File: config.mk
export PLATFORM = sky130hd
export DESIGN_NAME = sprite_blit_addr_gen_flat
export DESIGN_NICKNAME = d
export VERILOG_FILES = /design/src/rtl/sprite_blit_addr_gen_pkg.sv /design/src/rtl/sprite_blit_addr_gen_if.sv /design/src/rtl/sprite_blit_addr_gen_raster_counter.sv /design/src/rtl/sprite_blit_addr_gen.sv /design/src/flat_wrapper.sv
export SDC_FILE = /design/constraint.sdc
export NUM_CORES = 1
export LEC_CHECK = 0
export CAP_MARGIN = 10
export CORE_MARGIN = 4
export CORE_UTILIZATION = 35
export CTS_CLUSTER_SIZE = 10
export DETAILED_ROUTE_END_ITERATION = 6
export GPL_ROUTABILITY_DRIVEN = 0
export MAX_ROUTING_LAYER = met4
export PLACE_DENSITY = 0.64
export SETUP_SLACK_MARGIN = 0.15
export SYNTH_ARGS = -nofsm -noshare
export SYNTH_HDL_FRONTEND = slang
export SYNTH_SLANG_ARGS = --single-unit
File: constraint.sdc
create_clock -name clk_i -period 4 [get_ports clk_i]
set_input_delay 1 -clock clk_i [delete_from_list [all_inputs] [get_ports clk_i]]
set_output_delay 1 -clock clk_i [all_outputs]
set_load 0.02 [all_outputs]
File: src/rtl/sprite_blit_addr_gen_pkg.sv
// Shared defaults, FSM state encoding and coordinate types for the sprite blit address generator.
package sprite_blit_addr_gen_pkg;

    localparam int DEF_FRAME_W  = 640;
    localparam int DEF_FRAME_H  = 480;
    localparam int DEF_SPR_W    = 35;
    localparam int DEF_SPR_H    = 25;
    localparam int DEF_ANCHOR_X = 17;
    localparam int DEF_ANCHOR_Y = 12;
    localparam int DEF_POS_W    = 10;
    localparam int DEF_FADDR_W  = 19;
    localparam int DEF_SADDR_W  = 10;

    typedef enum logic [1:0] {
        IDLE  = 2'd0,
        RUN   = 2'd1,
        DRAIN = 2'd2
    } blit_state_t;

    // Two extra bits: one for the sign, one for headroom past pos + SPR_W.
    typedef logic signed [DEF_POS_W+1:0] coord_t;

endpackage

File: src/rtl/sprite_blit_addr_gen_if.sv
// Output beat stream: sprite ROM address paired with framebuffer address, valid/ready.
interface sprite_blit_addr_gen_if
    import sprite_blit_addr_gen_pkg::*;
#(
    parameter int SADDR_W = DEF_SADDR_W,
    parameter int FADDR_W = DEF_FADDR_W
);
    logic               out_valid;
    logic               out_ready;
    logic [SADDR_W-1:0] spr_addr;
    logic [FADDR_W-1:0] frame_addr;

    modport master (output out_valid, spr_addr, frame_addr, input  out_ready);
    modport slave  (input  out_valid, spr_addr, frame_addr, output out_ready);
endinterface

File: src/rtl/sprite_blit_addr_gen_raster_counter.sv
// Raster walk over the sprite: col/row counters, last-pixel flag and per-row base addresses.
// Bases advance by a constant stride per row, so no multiplier sits in the pixel loop.
module blit_raster_counter
    import sprite_blit_addr_gen_pkg::*;
#(
    parameter int SPR_W   = DEF_SPR_W,
    parameter int SPR_H   = DEF_SPR_H,
    parameter int FRAME_W = DEF_FRAME_W,
    parameter int SADDR_W = DEF_SADDR_W,
    parameter int FB_W    = DEF_FADDR_W + 2,
    localparam int COL_W  = $clog2(SPR_W),
    localparam int ROW_W  = $clog2(SPR_H)
) (
    input  logic                   clk_i,
    input  logic                   rst_ni,
    input  logic                   clear_i,
    input  logic                   advance_i,
    input  logic signed [FB_W-1:0] frame_base_init_i,
    output logic [COL_W-1:0]       col_o,
    output logic [ROW_W-1:0]       row_o,
    output logic                   last_o,
    output logic [SADDR_W-1:0]     spr_base_o,
    output logic signed [FB_W-1:0] frame_base_o
);
    logic [COL_W-1:0]       col_q;
    logic [ROW_W-1:0]       row_q;
    logic [SADDR_W-1:0]     spr_base_q;
    logic signed [FB_W-1:0] frame_base_q;
    logic                   end_of_row;

    assign end_of_row = (col_q == COL_W'(SPR_W - 1));

    always_ff @(posedge clk_i or negedge rst_ni) begin
        if (!rst_ni) begin
            col_q        <= '0;
            row_q        <= '0;
            spr_base_q   <= '0;
            frame_base_q <= '0;
        end else if (clear_i) begin
            col_q        <= '0;
            row_q        <= '0;
            spr_base_q   <= '0;
            frame_base_q <= frame_base_init_i;
        end else if (advance_i) begin
            if (end_of_row) begin
                col_q        <= '0;
                row_q        <= row_q + 1'b1;
                spr_base_q   <= spr_base_q + SADDR_W'(SPR_W);
                frame_base_q <= frame_base_q + FB_W'(FRAME_W);
            end else begin
                col_q <= col_q + 1'b1;
            end
        end
    end

    assign col_o        = col_q;
    assign row_o        = row_q;
    assign last_o       = end_of_row && (row_q == ROW_W'(SPR_H - 1));
    assign spr_base_o   = spr_base_q;
    assign frame_base_o = frame_base_q;
endmodule

File: src/rtl/sprite_blit_addr_gen.sv
// Sprite blit address generator: one pixel per advance, clipped pixels dropped, first beat 2 cycles
// after start; a single output register holds while out_ready is low and stalls the raster walk.
module sprite_blit_addr_gen
    import sprite_blit_addr_gen_pkg::*;
#(
    parameter int FRAME_W  = DEF_FRAME_W,
    parameter int FRAME_H  = DEF_FRAME_H,
    parameter int SPR_W    = DEF_SPR_W,
    parameter int SPR_H    = DEF_SPR_H,
    parameter int ANCHOR_X = DEF_ANCHOR_X,
    parameter int ANCHOR_Y = DEF_ANCHOR_Y,
    parameter int POS_W    = DEF_POS_W,
    parameter int FADDR_W  = DEF_FADDR_W,
    parameter int SADDR_W  = DEF_SADDR_W
) (
    input  logic             clk_i,
    input  logic             rst_ni,
    input  logic             start_i,
    input  logic [POS_W-1:0] pos_x_i,
    input  logic [POS_W-1:0] pos_y_i,
    input  logic             flip_x_i,
    output logic             busy_o,
    output logic             done_o,
    sprite_blit_addr_gen_if.master out_if
);
    localparam int CW    = POS_W + 2;
    localparam int FB_W  = FADDR_W + 2;
    localparam int COL_W = $clog2(SPR_W);
    localparam int ROW_W = $clog2(SPR_H);

    blit_state_t        state_q;
    logic [POS_W-1:0]   pos_x_q, pos_y_q;
    logic               flip_q, busy_q, done_q, vld_q;
    logic [SADDR_W-1:0] spr_q;
    logic [FADDR_W-1:0] frame_q;

    logic [COL_W-1:0]       col, spr_col;
    logic [ROW_W-1:0]       row;
    logic                   last_px, accept, advance, clip;
    logic [SADDR_W-1:0]     spr_base;
    logic signed [FB_W-1:0] frame_base, fb_init;
    logic signed [CW-1:0]   x, y;

    assign accept  = (state_q == IDLE) && start_i && !done_q;
    assign advance = (state_q == RUN) && (!vld_q || out_if.out_ready);

    // Framebuffer address of screen column 0 on the sprite's top row; may be negative.
    assign fb_init = ($signed({{(FB_W-POS_W){1'b0}}, pos_y_i}) - FB_W'(ANCHOR_Y)) * FB_W'(FRAME_W);

    blit_raster_counter #(
        .SPR_W   (SPR_W),
        .SPR_H   (SPR_H),
        .FRAME_W (FRAME_W),
        .SADDR_W (SADDR_W),
        .FB_W    (FB_W)
    ) u_raster (
        .clk_i             (clk_i),
        .rst_ni            (rst_ni),
        .clear_i           (accept),
        .advance_i         (advance),
        .frame_base_init_i (fb_init),
        .col_o             (col),
        .row_o             (row),
        .last_o            (last_px),
        .spr_base_o        (spr_base),
        .frame_base_o      (frame_base)
    );

    assign x = $signed({2'b00, pos_x_q}) + $signed({{(CW-COL_W){1'b0}}, col}) - CW'(ANCHOR_X);
    assign y = $signed({2'b00, pos_y_q}) + $signed({{(CW-ROW_W){1'b0}}, row}) - CW'(ANCHOR_Y);

    assign clip    = x[CW-1] || (x >= CW'(FRAME_W)) || y[CW-1] || (y >= CW'(FRAME_H));
    assign spr_col = flip_q ? (COL_W'(SPR_W - 1) - col) : col;

    always_ff @(posedge clk_i or negedge rst_ni) begin
        if (!rst_ni) begin
            state_q <= IDLE;
            pos_x_q <= '0;
            pos_y_q <= '0;
            flip_q  <= 1'b0;
            busy_q  <= 1'b0;
            done_q  <= 1'b0;
            vld_q   <= 1'b0;
            spr_q   <= '0;
            frame_q <= '0;
        end else begin
            done_q <= 1'b0;
            if (vld_q && out_if.out_ready) begin
                vld_q <= 1'b0;
            end
            case (state_q)
                IDLE: begin
                    if (accept) begin
                        pos_x_q <= pos_x_i;
                        pos_y_q <= pos_y_i;
                        flip_q  <= flip_x_i;
                        busy_q  <= 1'b1;
                        state_q <= RUN;
                    end
                end
                RUN: begin
                    if (advance) begin
                        if (!clip) begin
                            spr_q   <= spr_base + SADDR_W'(spr_col);
                            frame_q <= FADDR_W'(frame_base + FB_W'(x));
                            vld_q   <= 1'b1;
                        end
                        if (last_px) begin
                            state_q <= DRAIN;
                        end
                    end
                end
                DRAIN: begin
                    // Leave as soon as the final beat is (or was) taken this cycle.
                    if (!vld_q || out_if.out_ready) begin
                        state_q <= IDLE;
                        busy_q  <= 1'b0;
                        done_q  <= 1'b1;
                    end
                end
                default: state_q <= IDLE;
            endcase
        end
    end

    assign busy_o            = busy_q;
    assign done_o            = done_q;
    assign out_if.out_valid  = vld_q;
    assign out_if.spr_addr   = spr_q;
    assign out_if.frame_addr = frame_q;
endmodule

File: src/flat_wrapper.sv
// flat-port wrapper written by rule: the top's interface ports become plain ports
module sprite_blit_addr_gen_flat import sprite_blit_addr_gen_pkg::*;
#(
    parameter int FRAME_W  = DEF_FRAME_W,
    parameter int FRAME_H  = DEF_FRAME_H,
    parameter int SPR_W    = DEF_SPR_W,
    parameter int SPR_H    = DEF_SPR_H,
    parameter int ANCHOR_X = DEF_ANCHOR_X,
    parameter int ANCHOR_Y = DEF_ANCHOR_Y,
    parameter int POS_W    = DEF_POS_W,
    parameter int FADDR_W  = DEF_FADDR_W,
    parameter int SADDR_W  = DEF_SADDR_W
)
  (clk_i, rst_ni, start_i, pos_x_i, pos_y_i, flip_x_i, busy_o, done_o, out_if_out_valid, out_if_spr_addr, out_if_frame_addr, out_if_out_ready);
  sprite_blit_addr_gen_if #(.SADDR_W(SADDR_W), .FADDR_W(FADDR_W)) out_if_i ();
  input  logic clk_i;
  input  logic rst_ni;
  input  logic start_i;
  input  logic [POS_W-1:0] pos_x_i;
  input  logic [POS_W-1:0] pos_y_i;
  input  logic flip_x_i;
  output logic busy_o;
  output logic done_o;
  output wire logic [$bits(out_if_i.out_valid)-1:0] out_if_out_valid;
  output wire logic [$bits(out_if_i.spr_addr)-1:0] out_if_spr_addr;
  output wire logic [$bits(out_if_i.frame_addr)-1:0] out_if_frame_addr;
  input wire logic [$bits(out_if_i.out_ready)-1:0] out_if_out_ready;
  assign out_if_out_valid = out_if_i.out_valid;
  assign out_if_spr_addr = out_if_i.spr_addr;
  assign out_if_frame_addr = out_if_i.frame_addr;
  assign out_if_i.out_ready = out_if_out_ready;
  sprite_blit_addr_gen #(.FRAME_W(FRAME_W), .FRAME_H(FRAME_H), .SPR_W(SPR_W), .SPR_H(SPR_H), .ANCHOR_X(ANCHOR_X), .ANCHOR_Y(ANCHOR_Y), .POS_W(POS_W), .FADDR_W(FADDR_W), .SADDR_W(SADDR_W)) u_core (.clk_i(clk_i), .rst_ni(rst_ni), .start_i(start_i), .pos_x_i(pos_x_i), .pos_y_i(pos_y_i), .flip_x_i(flip_x_i), .busy_o(busy_o), .done_o(done_o), .out_if(out_if_i));
endmodule
# --- Word level (Yosys, flattened, before mapping) ---
# Cells that the tools add are included.
word_totals:
  register_bits: 97
  inputBits: 25
  output_inout_bits: 32
classes:
  addsub: 12
  multipliers: 1
  order_cmp: 2
  n_eq_ne: 8
  muxes: 27
  bitwise: 1
  n_reduce_logical: 20
ops:
  columns: ["op", "n"]
  rows:
  - ["$mux 21", 3]
  - ["$mux 10", 3]
  - ["$mux 6", 4]
  - ["$add 21x11->21 const B", 1]
  - ["$mul 21x4->14 const B", 1]
  - ["$add 19x12->19", 1]
  - ["$mux 5", 3]
  - ["$ge 12x10->1 const B", 1]
  - ["$ge 12x11->1 const B", 1]
  - ["$sub 11x5->12 const B", 1]
  - ["$sub 12x5->12 const B", 1]
  - ["$add 10x5->11", 1]
  - ["$add 10x6->11", 1]
  - ["$sub 10x4->11 const B", 1]
  - ["$add 10x6->10", 1]
  - ["$add 10x6->10 const B", 1]
  - ["$mux 1", 8]
  - ["$mux 2", 4]
  - ["$ne 2x1->1 const B", 4]
  - ["$add 6x1->6 const B", 1]
  - ["$eq 6x6->1 const B", 1]
  - ["$pmux 2 s3", 1]
  - ["$reduce_and 3->1", 2]
  - ["$reduce_bool 2->1", 3]
  - ["13 further kinds", 22]

# --- Logic depth before layout (Yosys ltp) ---
depth:
  depth_word: 9
  ltp_mapped: 19
  ltp_nobuf: 18

# --- By module ---
# Synthesis repeated with hierarchy kept, for this count alone.
unflattened:
  hier_cells: 743
  area_unflattened_um2: 7200.7
by_module_without_submodules:
  columns: ["mod", "instances", "cells_each", "area_each_um2", "seq_area_each_um2"]
  rows:
  - ["sprite_blit_addr_gen", 1, 523, 5017.3, 1376.3]
  - ["blit_raster_counter", 1, 220, 2183.3, 1051.0]

# --- Worst setup path after synthesis ---
# OpenSTA, ideal clock, no wires.
synth_timing:
  kind: "register to register"
  start: "register u_core.u_raster.col_q[1], in the netlist u_core.u_raster.col_o[1]"
  end: "register u_core.frame_q[18], in the netlist u_core.out_if.frame_addr[18]"
  setup_ns: 0.125
  arrival_ns: 3.936
  slack_ns: -0.061
  stages_incl_launch_ff: 19
  n_path_buf: 0
  synth_period_minus_slack_ns: 4.061
  cell_sequence: "dfrtp_1 inv_1 ha_1 inv_1 ha_1 fa_1 a21oi_1 o22ai_1 o41a_1 nor2_1 ha_1 a21o_1 a21oi_1 o2bb2ai_1 a41oi_1 a21oi_1 a31oi_1 xnor2_1 mux2_2"
synth_via:
  elab_chain_cells: 8
  elab_cells_between_ends: 9
  cone_classes: "add/sub: 3; order compare: 1; bitwise: 1; reduce/logical: 4"
synth_lines:
  columns: ["element", "line_no", "source"]
  rows:
  - ["from (decl)", "sprite_blit_addr_gen_raster_counter.sv:25", "logic [COL_W-1:0] col_q;"]
  - ["from (signal assigned)", "sprite_blit_addr_gen_raster_counter.sv:51", "col_q <= col_q + 1'b1;"]
  - ["$add 10x6->11 *", "sprite_blit_addr_gen.sv:69", "assign x = $signed({2'b00, pos_x_q}) + $signed({{(CW-COL_W){1'b0}}, col}) - CW'(ANCHOR_X);"]
  - ["$sub 11x5->12 *", "sprite_blit_addr_gen.sv:69", null]
  - ["$ge 12x11->1", "sprite_blit_addr_gen.sv:72", "assign clip = x[CW-1] || (x >= CW'(FRAME_W)) || y[CW-1] || (y >= CW'(FRAME_H));"]
  - ["$logic_or 1x1->1 (3 in a row)", "sprite_blit_addr_gen.sv:72", null]
  - ["$not 1->1 (no source line)", null, null]
  - ["$reduce_and 3->1 (no source line)", null, null]
  - ["to (signal assigned)", "sprite_blit_addr_gen.sv:105", "frame_q <= FADDR_W'(frame_base + FB_W'(x));"]
  - ["to (decl)", "sprite_blit_addr_gen.sv:35", "logic [FADDR_W-1:0] frame_q;"]
# Every way passes the cells marked *; elsewhere a longest branch is shown, timed or not.
# A chain may end at the register's enable or synchronous reset.

# --- Final worst setup path ---
# Same ends and word-level chain as after synthesis.

==> results.py <==
metrics = {
    "outcome": {
        "status": "finished, final reports clean",
    },
    "floorplanning": {
        "die_area_sq_um": 19400,
        "die_w_um": 139,
        "start_util_pct": 36.1,
        "die_height_um": 139,
        "num_rows": 47,
        "core_area_sq_um": 16800,
        "io_pins": 57,
    },
    "clock_tree": {
        "cts_root_buffer": "clkbuf_16",
        "cts_tree": "built",
        "clock_sinks": 88,
        "cts_buffers": 9,
        "cts_max_level": 3,
        "clockBufferDepth": 2,
        "clk_pin_slew_ns": 0.07,
        "clk_latency_ns": 0.35,
    },
    "global_route": {
        "grt_start_max_net_pins": 59,
        "grt_overflow": 0,
        "grt_antenna_before_repair": 0,
        "grt_pass1_wl_mm": 23.9,
        "grt_pass1_vias": 4805,
        "track_usage_pct": 15.3,
    },
    "setup_path": {
        "ff2ff_setup_slack_ns": 0.21,
        "crit_required_ns": 4.24,
        "cpPeakStageDelay_ns": 0.40,
        "slowest_stage": "o41a_1",
        "crit_start": "u_core.u_raster.col_o[1]",
        "crit_type": "reg2reg",
        "cp.arrival_ns": 4.03,
        "rr_worst_depth": 18,
        "startpoint_type": "flop",
        "cp_max_fo": 4,
        "cp-end-kind": "flop",
        "crit_chain": "inv_2, ha_4, inv_2, ha_4, fa_2, a21oi_2, o22ai_2, o41a_1, nor2_4, ha_4, a21o_1, a21oi_2, o2bb2ai_4, a41oi_2, a21oi_2, a31oi_1, xnor2_1, mux2_2",
        "r2r-start": "u_core.u_raster.col_o[1]",
    },
    "placement": {
        "port_buffers": 56,
        "dpl.hpwl_mm": 10.3,
        "place_area_sq_um": 7010,
    },
    "timing": {
        "period_needed_ns": 3.79,
        "maxSlewHeadroom_pct": 33.7,
        "setup_viol": 0,
        "worst_pin_slew_ns": 0.986,
        "timing.final.crit_share_pct": 94.8,
        "slew_violations": 0,
        "skew_ns": 0.00891,
        "max_freq_ghz": 0.264,
        "rsz0062_at_grt": "yes",
        "whs_ns": 0.487,
        "fin_tns_setup_ns": 0,
        "hold_viol": 0,
    },
    "layout": {
        "fin_nets": 823,
        "syn2layout_area_growth_pct": 25.4,
        "fin_area_sq_um": 7580,
        "drive_gt1_share_pct": 16.4,
        "antennaDiodeCount": 0,
        "final_cell_mix": "88 x dfrtp_1, 61 x nand2_1, 57 x ha_1",
        "final_common_cell": "dfrtp_1",
        "fin_util_pct": 45.2,
    },
    "drt": {
        "drtIter0Drc": 323,
        "drc": 0,
        "vias_per_cell": 5.03,
        "wirelength_mm": 14.3,
        "routedWlPerCell_um": 14.9,
        "ant_nets": 0,
        "num_vias": 4804,
        "drtPass1Iterations": 4,
    },
    "worst_hold_path": {
        "hold_class": "reg2reg",
        "min_delay_path_depth": 2,
        "hold_start": "u_core.pos_y_q[2]",
    },
    "power": {
        "ir_drop_v": 0.000440,
        "power_per_cell_area_nw_per_um2": 976,
        "swShare_pct": 43.2,
        "clkPwrFrac_pct": 11.6,
        "p_int_mw": 4.20,
        "pwr-share-comb_pct": 67.6,
        "p_switching_mw": 3.19,
        "leakagePower_nw": 3.44,
        "sequentialPowerShare_pct": 20.9,
    },
    "synthesis": {
        "ys_seq_area_share_pct": 36.4,
        "postSynthAreaPerCell_sq_um": 9.43,
        "syn-num-nets": 733,
        "ys_ff_latch": 88,
        "synthCells": 641,
        "netlist_area_sq_um": 6040,
        "yosysWarnings": 0,
        "synth_cell_types": 63,
        "synthArstFlopShare_pct": 100,
        "synth_edf_count": 0,
        "ys.flop_type": "dfrtp_1",
    },
    "flow_run": {
        "drv_cap": 0,
    },
}
[Yosys cell counts (all sizes together), types with 6 or more instances]
master | n | share of area (%)
o22ai | 10 | 1.1
dfrtp | 88 | 36
a21o | 8 | 0.99
nand3 | 19 | 1.6
inv | 47 | 2.9
nand2b | 9 | 0.93
xnor2 | 34 | 4.9
o31ai | 6 | 0.75
nor3 | 10 | 0.91
xor2 | 24 | 3.5
nand2 | 61 | 3.8
mux2 | 27 | 5.5
o21bai | 8 | 0.99
a21oi | 48 | 4.2
nor2 | 42 | 2.6
ha | 63 | 13
o21ai | 48 | 4.0
clkbuf | 10 | 0.62
buf | 8 | 1.0
[final timing paths]
kind | to
max | u_core.out_if.frame_addr[18]
min | u_core.pos_y_q[2]
max reg2reg | u_core.out_if.frame_addr[18]
min reg2reg | u_core.pos_y_q[2]
max in group asynchronous | u_core.pos_y_q[6]
min in group asynchronous | u_core.out_if.spr_addr[1]
[flip-flops by register name (all words and copies together) (netlist names)]
| signal | count |
|---|---|
| u_core.u_raster.frame_base_o | 12 |
| u_core.flip_q | 1 |
| u_core.state_q | 2 |
| u_core.u_raster.col_o | 6 |
| u_core.busy_o | 1 |
| u_core.out_if.spr_addr | 10 |
| u_core.u_raster.spr_base_o | 10 |
| u_core.out_if.out_valid | 1 |
| u_core.u_raster.row_o | 5 |
| u_core.pos_x_q | 10 |
| u_core.done_o | 1 |
| u_core.pos_y_q | 10 |
| u_core.out_if.frame_addr | 19 |
[final cells by class]
class | count | area [sq um]
Tap cell | 220 | 275
Multi-Input combinational cell | 488 | 3740
Clock inverter | 7 | 72.6
Timing Repair Buffer | 97 | 886
Clock buffer | 9 | 225
Fill cell | 1634 | 9180
Sequential cell | 88 | 2200
Inverter | 47 | 176
[metal layers]
layer	up-vias	part of all wire (%)	track usage [%]
met3	10	3.9	3.29
met5	-	0	-
met1	2287	48	20.2
met4	0	0.99	4.89
met2	68	47	23.7
li1	2439	-	-
[critical path, delay by kind of cell, from the launching register on]
| kind | cells | cell delay, ns |
|---|---|---|
| buf+inv | 2 | 0.09 |
| simple gates | 1 | 0.23 |
| fa+ha+maj | 4 | 1.01 |
| flops | 1 | 0.36 |
| mux | 1 | 0.26 |
| xor+xnor | 1 | 0.09 |
| compound gates | 9 | 1.63 |
[power groups by stage]
stage | Sequential, mW | Clock [mW] | Combinational [mW]
3_5_place_dp | 1.54 | 0 | 4.42
3_3_place_gp | 1.54 | 0 | 4.40
4_1_cts | 1.53 | 0.883 | 4.68
6_report | 1.54 | 0.857 | 5.00
2_1_floorplan | 1.66 | 0 | 3.05
5_1_grt | 1.60 | 0.909 | 5.55
[repair_timing]
action,in CTS,in global routing
hold buffers,0,0
endpoints found under the hold margin,0,0
pin swaps,7,18
endpoints found under the setup margin,2,29
resized for setup,16,14
gates cloned,0,0
buffers inserted,4,8
[logic make-up after synthesis]
group / Yosys count / share of synthesized area [%]
adders and majority gates: 67 / 14.4
DFF: 88 / 36.4
AOI/OAI and AO/OA: 158 / 16.4
buffers and inverters: 65 / 4.56
muxes: 30 / 6.03
xor gates and xnor gates: 58 / 8.41
and+or+nand+nor: 174 / 13.8
other: 1 / 0.0621
[stage by stage]
| stage | setup slack, ns | std cells | total power, mW |
|---|---|---|---|
| 6_report | 0.207 | 956 | 7.40 |
| 5_1_grt | 0.0509 | 956 | 8.06 |
| 4_1_cts | 0.182 | 948 | 7.10 |
| 3_5_place_dp | 0.00845 | 928 | 5.96 |
| 3_3_place_gp | 0.0567 | 928 | 5.93 |
| 2_1_floorplan | 0.165 | 641 | 4.71 |
(Power assumes the default switching activity.)
